===== config.mk =====
export PLATFORM = sky130hd
export DESIGN_NAME = led_matrix_scan_flat
export DESIGN_NICKNAME = d
export VERILOG_FILES = /design/src/rtl/led_matrix_scan_if.sv /design/src/rtl/led_matrix_scan.sv /design/src/flat_wrapper.sv
export SDC_FILE = /design/constraint.sdc
export NUM_CORES = 1
export LEC_CHECK = 0
export BUFFER_PORTS_ARGS = -buffer_cell sky130_fd_sc_hd__buf_2
export CELL_PAD_IN_SITES_DETAIL_PLACEMENT = 1
export CELL_PAD_IN_SITES_GLOBAL_PLACEMENT = 2
export CORE_ASPECT_RATIO = 0.75
export CORE_MARGIN = 1
export CORE_UTILIZATION = 25
export CTS_BUF_LIST = sky130_fd_sc_hd__clkbuf_8
export DETAILED_ROUTE_END_ITERATION = 8
export GPL_ROUTABILITY_DRIVEN = 0
export GPL_TIMING_DRIVEN = 0
export PLACE_DENSITY = 0.59
export SETUP_SLACK_MARGIN = 0.1
export SYNTH_ARGS = -nofsm -noshare
export SYNTH_HDL_FRONTEND = slang
export SYNTH_SLANG_ARGS = --single-unit

===== constraint.sdc =====
create_clock -name clk -period 8.1 [get_ports clk]
set_clock_uncertainty 0.05 [all_clocks]
set_input_delay 0 -clock clk [delete_from_list [all_inputs] [get_ports clk]]
set_output_delay 0 -clock clk [all_outputs]
set_load 0.1 [all_outputs]

===== src/rtl/led_matrix_scan_if.sv =====
// Frame/panel bundle between the physics block, this scanner and the
// board pins. The slave modport is the scanner; the master side supplies
// the frame and blank control and observes the panel pins.
interface led_matrix_scan_if;
  logic [255:0] matrix;      // bit y*16+x = pixel (x,y), 1 = lit
  logic         blank;       // 1 = keep panel dark, timing unaffected
  logic         sclk;        // column shift clock, panel samples on rise
  logic         sdata;       // column serial data
  logic         latch;       // transfer shifted columns to driver outputs
  logic         oe_n;        // active-low panel output enable
  logic [3:0]   row_sel;     // row decoder select
  logic         frame_done;  // pulse on the last display cycle of row 15

  modport master (
    output matrix, blank,
    input  sclk, sdata, latch, oe_n, row_sel, frame_done
  );

  modport slave (
    input  matrix, blank,
    output sclk, sdata, latch, oe_n, row_sel, frame_done
  );
endinterface


===== src/rtl/led_matrix_scan.sv =====
// 16x16 LED panel row scanner. Captures the whole frame into a shadow
// buffer at the start of every frame (row 0 LOAD) so the picture never
// tears, then per row: shifts 16 column bits out MSB (x=15) first, pulses
// latch while switching the row decoder, and holds the row lit.
module led_matrix_scan #(
  parameter int CLK_DIV     = 2,     // clk cycles per sclk phase, >=1
  parameter int HOLD_CYCLES = 1000   // clk cycles a row stays lit, >=1
) (
  input  logic             clk,
  input  logic             reset,
  led_matrix_scan_if.slave bus
);

  localparam int PH_MAX = 2 * CLK_DIV - 1;
  localparam int PH_W   = $clog2(PH_MAX + 1);
  localparam int HC_W   = (HOLD_CYCLES > 1) ? $clog2(HOLD_CYCLES) : 1;

  typedef enum logic [1:0] {S_LOAD, S_SHIFT, S_LATCH, S_DISP} state_t;

  state_t            state_q;
  logic [255:0]      shadow_q;
  logic [3:0]        row_q;
  logic [15:0]       shreg_q;     // MSB is the bit currently on sdata
  logic [3:0]        bit_q;       // remaining bits in the row, 15..0
  logic [PH_W-1:0]   ph_q;        // position inside one sclk period
  logic [HC_W-1:0]   hc_q;        // display hold counter
  logic              sclk_q;
  logic              latch_q;
  logic              disp_q;      // row is in its display window
  logic [3:0]        row_sel_q;
  logic              fdone_q;
  logic [15:0]       load_row_d;

  // Row to load: row 0 comes straight from the incoming frame because the
  // shadow is being refreshed in that same cycle.
  always_comb begin
    load_row_d = shadow_q[int'(row_q) * 16 +: 16];
    if (row_q == 4'd0) load_row_d = bus.matrix[15:0];
  end

  // Scan FSM; all panel outputs are registered alongside the state so they
  // line up exactly with the state they belong to.
  always_ff @(posedge clk or posedge reset) begin
    if (reset) begin
      state_q   <= S_LOAD;
      shadow_q  <= '0;
      row_q     <= '0;
      shreg_q   <= '0;
      bit_q     <= '0;
      ph_q      <= '0;
      hc_q      <= '0;
      sclk_q    <= 1'b0;
      latch_q   <= 1'b0;
      disp_q    <= 1'b0;
      row_sel_q <= '0;
      fdone_q   <= 1'b0;
    end else begin
      latch_q <= 1'b0;
      fdone_q <= 1'b0;
      case (state_q)
        S_LOAD: begin
          if (row_q == 4'd0) shadow_q <= bus.matrix;
          shreg_q <= load_row_d;
          bit_q   <= 4'd15;
          ph_q    <= '0;
          sclk_q  <= 1'b0;
          state_q <= S_SHIFT;
        end
        S_SHIFT: begin
          if (ph_q == PH_W'(PH_MAX)) begin
            // end of one bit period: sclk low again, move to next column
            ph_q   <= '0;
            sclk_q <= 1'b0;
            if (bit_q == 4'd0) begin
              latch_q   <= 1'b1;
              row_sel_q <= row_q;
              state_q   <= S_LATCH;
            end else begin
              bit_q   <= bit_q - 4'd1;
              shreg_q <= {shreg_q[14:0], 1'b0};
            end
          end else begin
            ph_q   <= ph_q + 1'b1;
            // second half of the bit period drives sclk high
            sclk_q <= (ph_q >= PH_W'(CLK_DIV - 1));
          end
        end
        S_LATCH: begin
          disp_q  <= 1'b1;
          hc_q    <= '0;
          fdone_q <= (HOLD_CYCLES == 1) && (row_q == 4'd15);
          state_q <= S_DISP;
        end
        S_DISP: begin
          if (hc_q == HC_W'(HOLD_CYCLES - 1)) begin
            disp_q  <= 1'b0;
            row_q   <= row_q + 4'd1;
            state_q <= S_LOAD;
          end else begin
            hc_q    <= hc_q + 1'b1;
            // raise frame_done for the final display cycle of row 15
            fdone_q <= (hc_q == HC_W'(HOLD_CYCLES - 2)) && (row_q == 4'd15);
          end
        end
        default: state_q <= S_LOAD;
      endcase
    end
  end

  assign bus.sclk       = sclk_q;
  assign bus.sdata      = shreg_q[15];
  assign bus.latch      = latch_q;
  assign bus.oe_n       = ~disp_q | bus.blank;
  assign bus.row_sel    = row_sel_q;
  assign bus.frame_done = fdone_q;

endmodule

===== src/flat_wrapper.sv =====
// flat-port wrapper written by rule: the top's interface ports become plain ports
module led_matrix_scan_flat 
#(
  parameter int CLK_DIV     = 2,                                      
  parameter int HOLD_CYCLES = 1000                                     
)
  (clk, reset, bus_matrix, bus_blank, bus_sclk, bus_sdata, bus_latch, bus_oe_n, bus_row_sel, bus_frame_done);
  led_matrix_scan_if bus_i ();
  input  logic clk;
  input  logic reset;
  input wire logic [$bits(bus_i.matrix)-1:0] bus_matrix;
  input wire logic [$bits(bus_i.blank)-1:0] bus_blank;
  output wire logic [$bits(bus_i.sclk)-1:0] bus_sclk;
  output wire logic [$bits(bus_i.sdata)-1:0] bus_sdata;
  output wire logic [$bits(bus_i.latch)-1:0] bus_latch;
  output wire logic [$bits(bus_i.oe_n)-1:0] bus_oe_n;
  output wire logic [$bits(bus_i.row_sel)-1:0] bus_row_sel;
  output wire logic [$bits(bus_i.frame_done)-1:0] bus_frame_done;
  assign bus_i.matrix = bus_matrix;
  assign bus_i.blank = bus_blank;
  assign bus_sclk = bus_i.sclk;
  assign bus_sdata = bus_i.sdata;
  assign bus_latch = bus_i.latch;
  assign bus_oe_n = bus_i.oe_n;
  assign bus_row_sel = bus_i.row_sel;
  assign bus_frame_done = bus_i.frame_done;
  led_matrix_scan #(.CLK_DIV(CLK_DIV), .HOLD_CYCLES(HOLD_CYCLES)) u_core (.clk(clk), .reset(reset), .bus(bus_i));
endmodule

==> flow_summary.json <==
{
  "worstSkewPairLatency_ns": 0.65,
  "fillers": 6077,
  "cp.arrival_ns": 4.00,
  "final_util_pct": 36.4,
  "cts_resized": 0,
  "crit_chain": "buf_6 -> buf_8 -> buf_4 -> buf_2 -> inv_1 -> ha_1 -> buf_2 -> clkbuf_1 -> nand2_1 -> o221ai_1 -> o211ai_1 -> nand4_1",
  "setup_viol": 0,
  "cts_buffer_depth": 3,
  "dp.cells": 2044,
  "yosysTopAreaCellShare_pct": 53.2,
  "status": "complete, no violations",
  "io_buffers": 267,
  "die_w_um": 277,
  "slew_violations": 0,
  "worst_hold_startpoint": "bus_matrix[105]",
  "cts_inserted_buffers": 54,
  "synthFlopType": "dfrtp_1",
  "ant_nets": 0,
  "crit_required_ns": 8.57,
  "cts_tree": "built",
  "rrSetupSlack_ns": 4.57,
  "reg2reg_to": "u_core.shreg_q[2]",
  "yosysSeqAreaShare_pct": 53.2,
  "pwr_density_cell_nw_per_um2": 170,
  "cts.clk_slew.worst_paths_ns": 0.06,
  "die_h_um": 208,
  "postCtsHoldBufs": 258,
  "tightest_slew_ns": 0.819,
  "wl_mm": 53.1,
  "start_util_pct": 25.3,
  "vias": 11000,
  "grt_pass1_vias": 12400,
  "max-vdd-ir-drop_v": 0.000106,
  "finalCritPeriodShare_pct": 43.5,
  "synth_edf_count": 0,
  "die_area_um2": 57600,
  "async_flop_share_pct": 100,
  "ys_ff_latch": 301,
  "synthDistinctLibCells": 53,
  "grt_pass1_wl_mm": 79.2,
  "groute.usage.overall_pct": 18.8,
  "grt_max_degree": 39,
  "max-slew-margin-rel_pct": 45.3,
  "max_freq_mhz": 284,
  "p_leak_uw": 0.00867,
  "core_um2": 55900,
  "regArea_um2": 7530,
  "antenna_found_initial": 3,
  "drtPass1Iterations": 5,
  "yosys_warnings": 0,
  "min_period_ns": 3.53,
  "synthTopCellsByArea": "dfrtp_1, mux2_2, mux2i_1",
  "slowest_delay_ns": 0.41,
  "netlist_area_um2": 14200,
  "synth_area_per_cell_um2": 13.6,
  "vias_per_cell": 4.57,
  "path_buf_inv": 7,
  "min_to": "u_core.shadow_q[105]",
  "cts_sinks": 301,
  "final_cells": 2400,
  "cap_violations": 0,
  "layout-drive-gt1-share_pct": 41.9,
  "startpoint_type": "flip-flop",
  "fin_nets": 1897,
  "ctsRootBufferMaster": "clkbuf_8",
  "fin_setup_tns_ns": 0,
  "drtIter0Drc": 459,
  "overflow": 0,
  "syn-num-nets": 1307,
  "h-tree-depth": 2,
  "finalHoldViolCount": 0,
  "crit_family": "buffers and inverters",
  "syn_to_final_growth_pct": 43.6,
  "syn_inst": 1037,
  "rr_startpoint": "u_core.row_q[0]",
  "place_hpwl_mm": 38.4,
  "critical_path_class": "flip-flop to flip-flop",
  "io_pins": 268,
  "yosys.area.top_type": "dfrtp_1",
  "path_depth": 12,
  "multi_input_area_um2": 6100,
  "cts_post_setup_buffers_inserted": 0,
  "critPathSlowestCell": "o211ai_1",
  "hold_class": "input pin to flip-flop",
  "rr_worst_depth": 12,
  "fp-row-count": 75,
  "wl_per_cell_um": 22.1,
  "rsz0062_at_grt": "no",
  "crit_path_end_kind": "flip-flop",
  "drc": 0,
  "hold_depth": 3,
  "crit_top_cell": "buf_2",
  "crit_fanout": 10
}
-- cell type report --
type	instances	area share [%]
sequential	301	37.0
clock buffer	72	4.87
inverter	13	0.258
antenna	1	0.0123
clock inverter	25	0.819
multi-input combinational	655	30.0
tap	731	4.50
buffer	68	2.34
timing repair buffer	534	20.2
-- state kept, by name, summed over array words and instances (netlist names) --
signal / count
u_core.bit_q: 4
u_core.bus.frame_done: 1
u_core.bus.latch: 1
u_core.bus.row_sel: 4
u_core.bus.sclk: 1
u_core.disp_q: 1
u_core.hc_q: 10
u_core.ph_q: 1
u_core.row_q: 4
u_core.shadow_q: 256
u_core.shreg_q: 16
u_core.state_q: 2
-- power breakdown --
part           switching [uW]  internal [uW]  leakage, uW  total [uW]
Sequential               34.4           1570      0.00359        1600
Clock                     687            855     0.000654        1540
Combinational             120            199      0.00443         319
Total                     841           2620      0.00867        3470
-- Yosys cell counts, types with 12 or more instances --
library cell	instances
nand4_1	13
a21oi_1	33
nand3_1	33
mux2_2	266
a22oi_1	21
buf_2	12
dfrtp_1	301
mux4_2	12
nor2_1	19
mux2i_1	99
inv_1	13
buf_4	27
buf_6	12
nand2_1	47
-- per-layer routing --
| metal | part of all wire (%) | vias up | wire, um | track usage [%] |
|---|---|---|---|---|
| met3 | 4.7 | 94 | 2480 | 3.60 |
| met5 | 0.077 | - | 41 | 0 |
| li1 | - | 4988 | - | - |
| met1 | 47 | 5599 | 25200 | 26.2 |
| met4 | 2.6 | 6 | 1380 | 5.59 |
| met2 | 45 | 272 | 24000 | 29.5 |
-- worst min-delay path, stage by stage --
cell and delay, ns:
dlygate4sd3_1 0.51, buf_2 0.09, mux2_2 0.12
-- cells in the final DEF, fill, tap and decap left out, drive strengths merged, types with 18 or more instances in the layout --
master       netlist  routed
a21oi             34      34
a22oi             21      21
buf               57     333
clkbuf            11      83
dfrtp            301     301
dlygate4sd3        0     258
inv               13      27
mux2             266     266
mux2i             99      99
mux4              18      18
nand2             47      47
nand3             33      33
nor2              19      19
-- logic make-up after synthesis --
logic type                 Yosys count  share of synthesized area [%]
AOI/OAI and AO/OA                   99                           4.77
xor gates and xnor gates             5                          0.309
adders and majority gates           11                          0.972
buffers and inverters               81                           3.70
DFF                                301                           53.2
muxes                              383                           31.2
and+or+nand+nor                    157                           5.83
-- how the worst max path moves through the flow --
stage	startpoint	end
2_1_floorplan	reset	u_core.bit_q[0]
3_3_place_gp	reset	u_core.shadow_q[71]
3_5_place_dp	u_core.row_q[0]	u_core.shreg_q[1]
4_1_cts	u_core.row_q[0]	u_core.shreg_q[1]
5_1_grt	u_core.row_q[0]	u_core.shreg_q[2]
6_report	u_core.row_q[0]	u_core.shreg_q[2]
-- through the flow --
stage / setup WS, ns / total power, uW / cell area, um^2 / hold slack, ns
4_1_cts: 4.45 / 3540 / 20300 / 0.000291
5_1_grt: 4.32 / 3630 / 20300 / 0.0425
2_1_floorplan: 4.05 / 1730 / 14200 / 0.102
3_3_place_gp: 1.74 / 1840 / 16400 / 0.184
3_5_place_dp: 4.45 / 1850 / 16600 / -0.0188
6_report: 4.57 / 3470 / 20300 / 0.0723
Power figures use the tool's default switching activity.
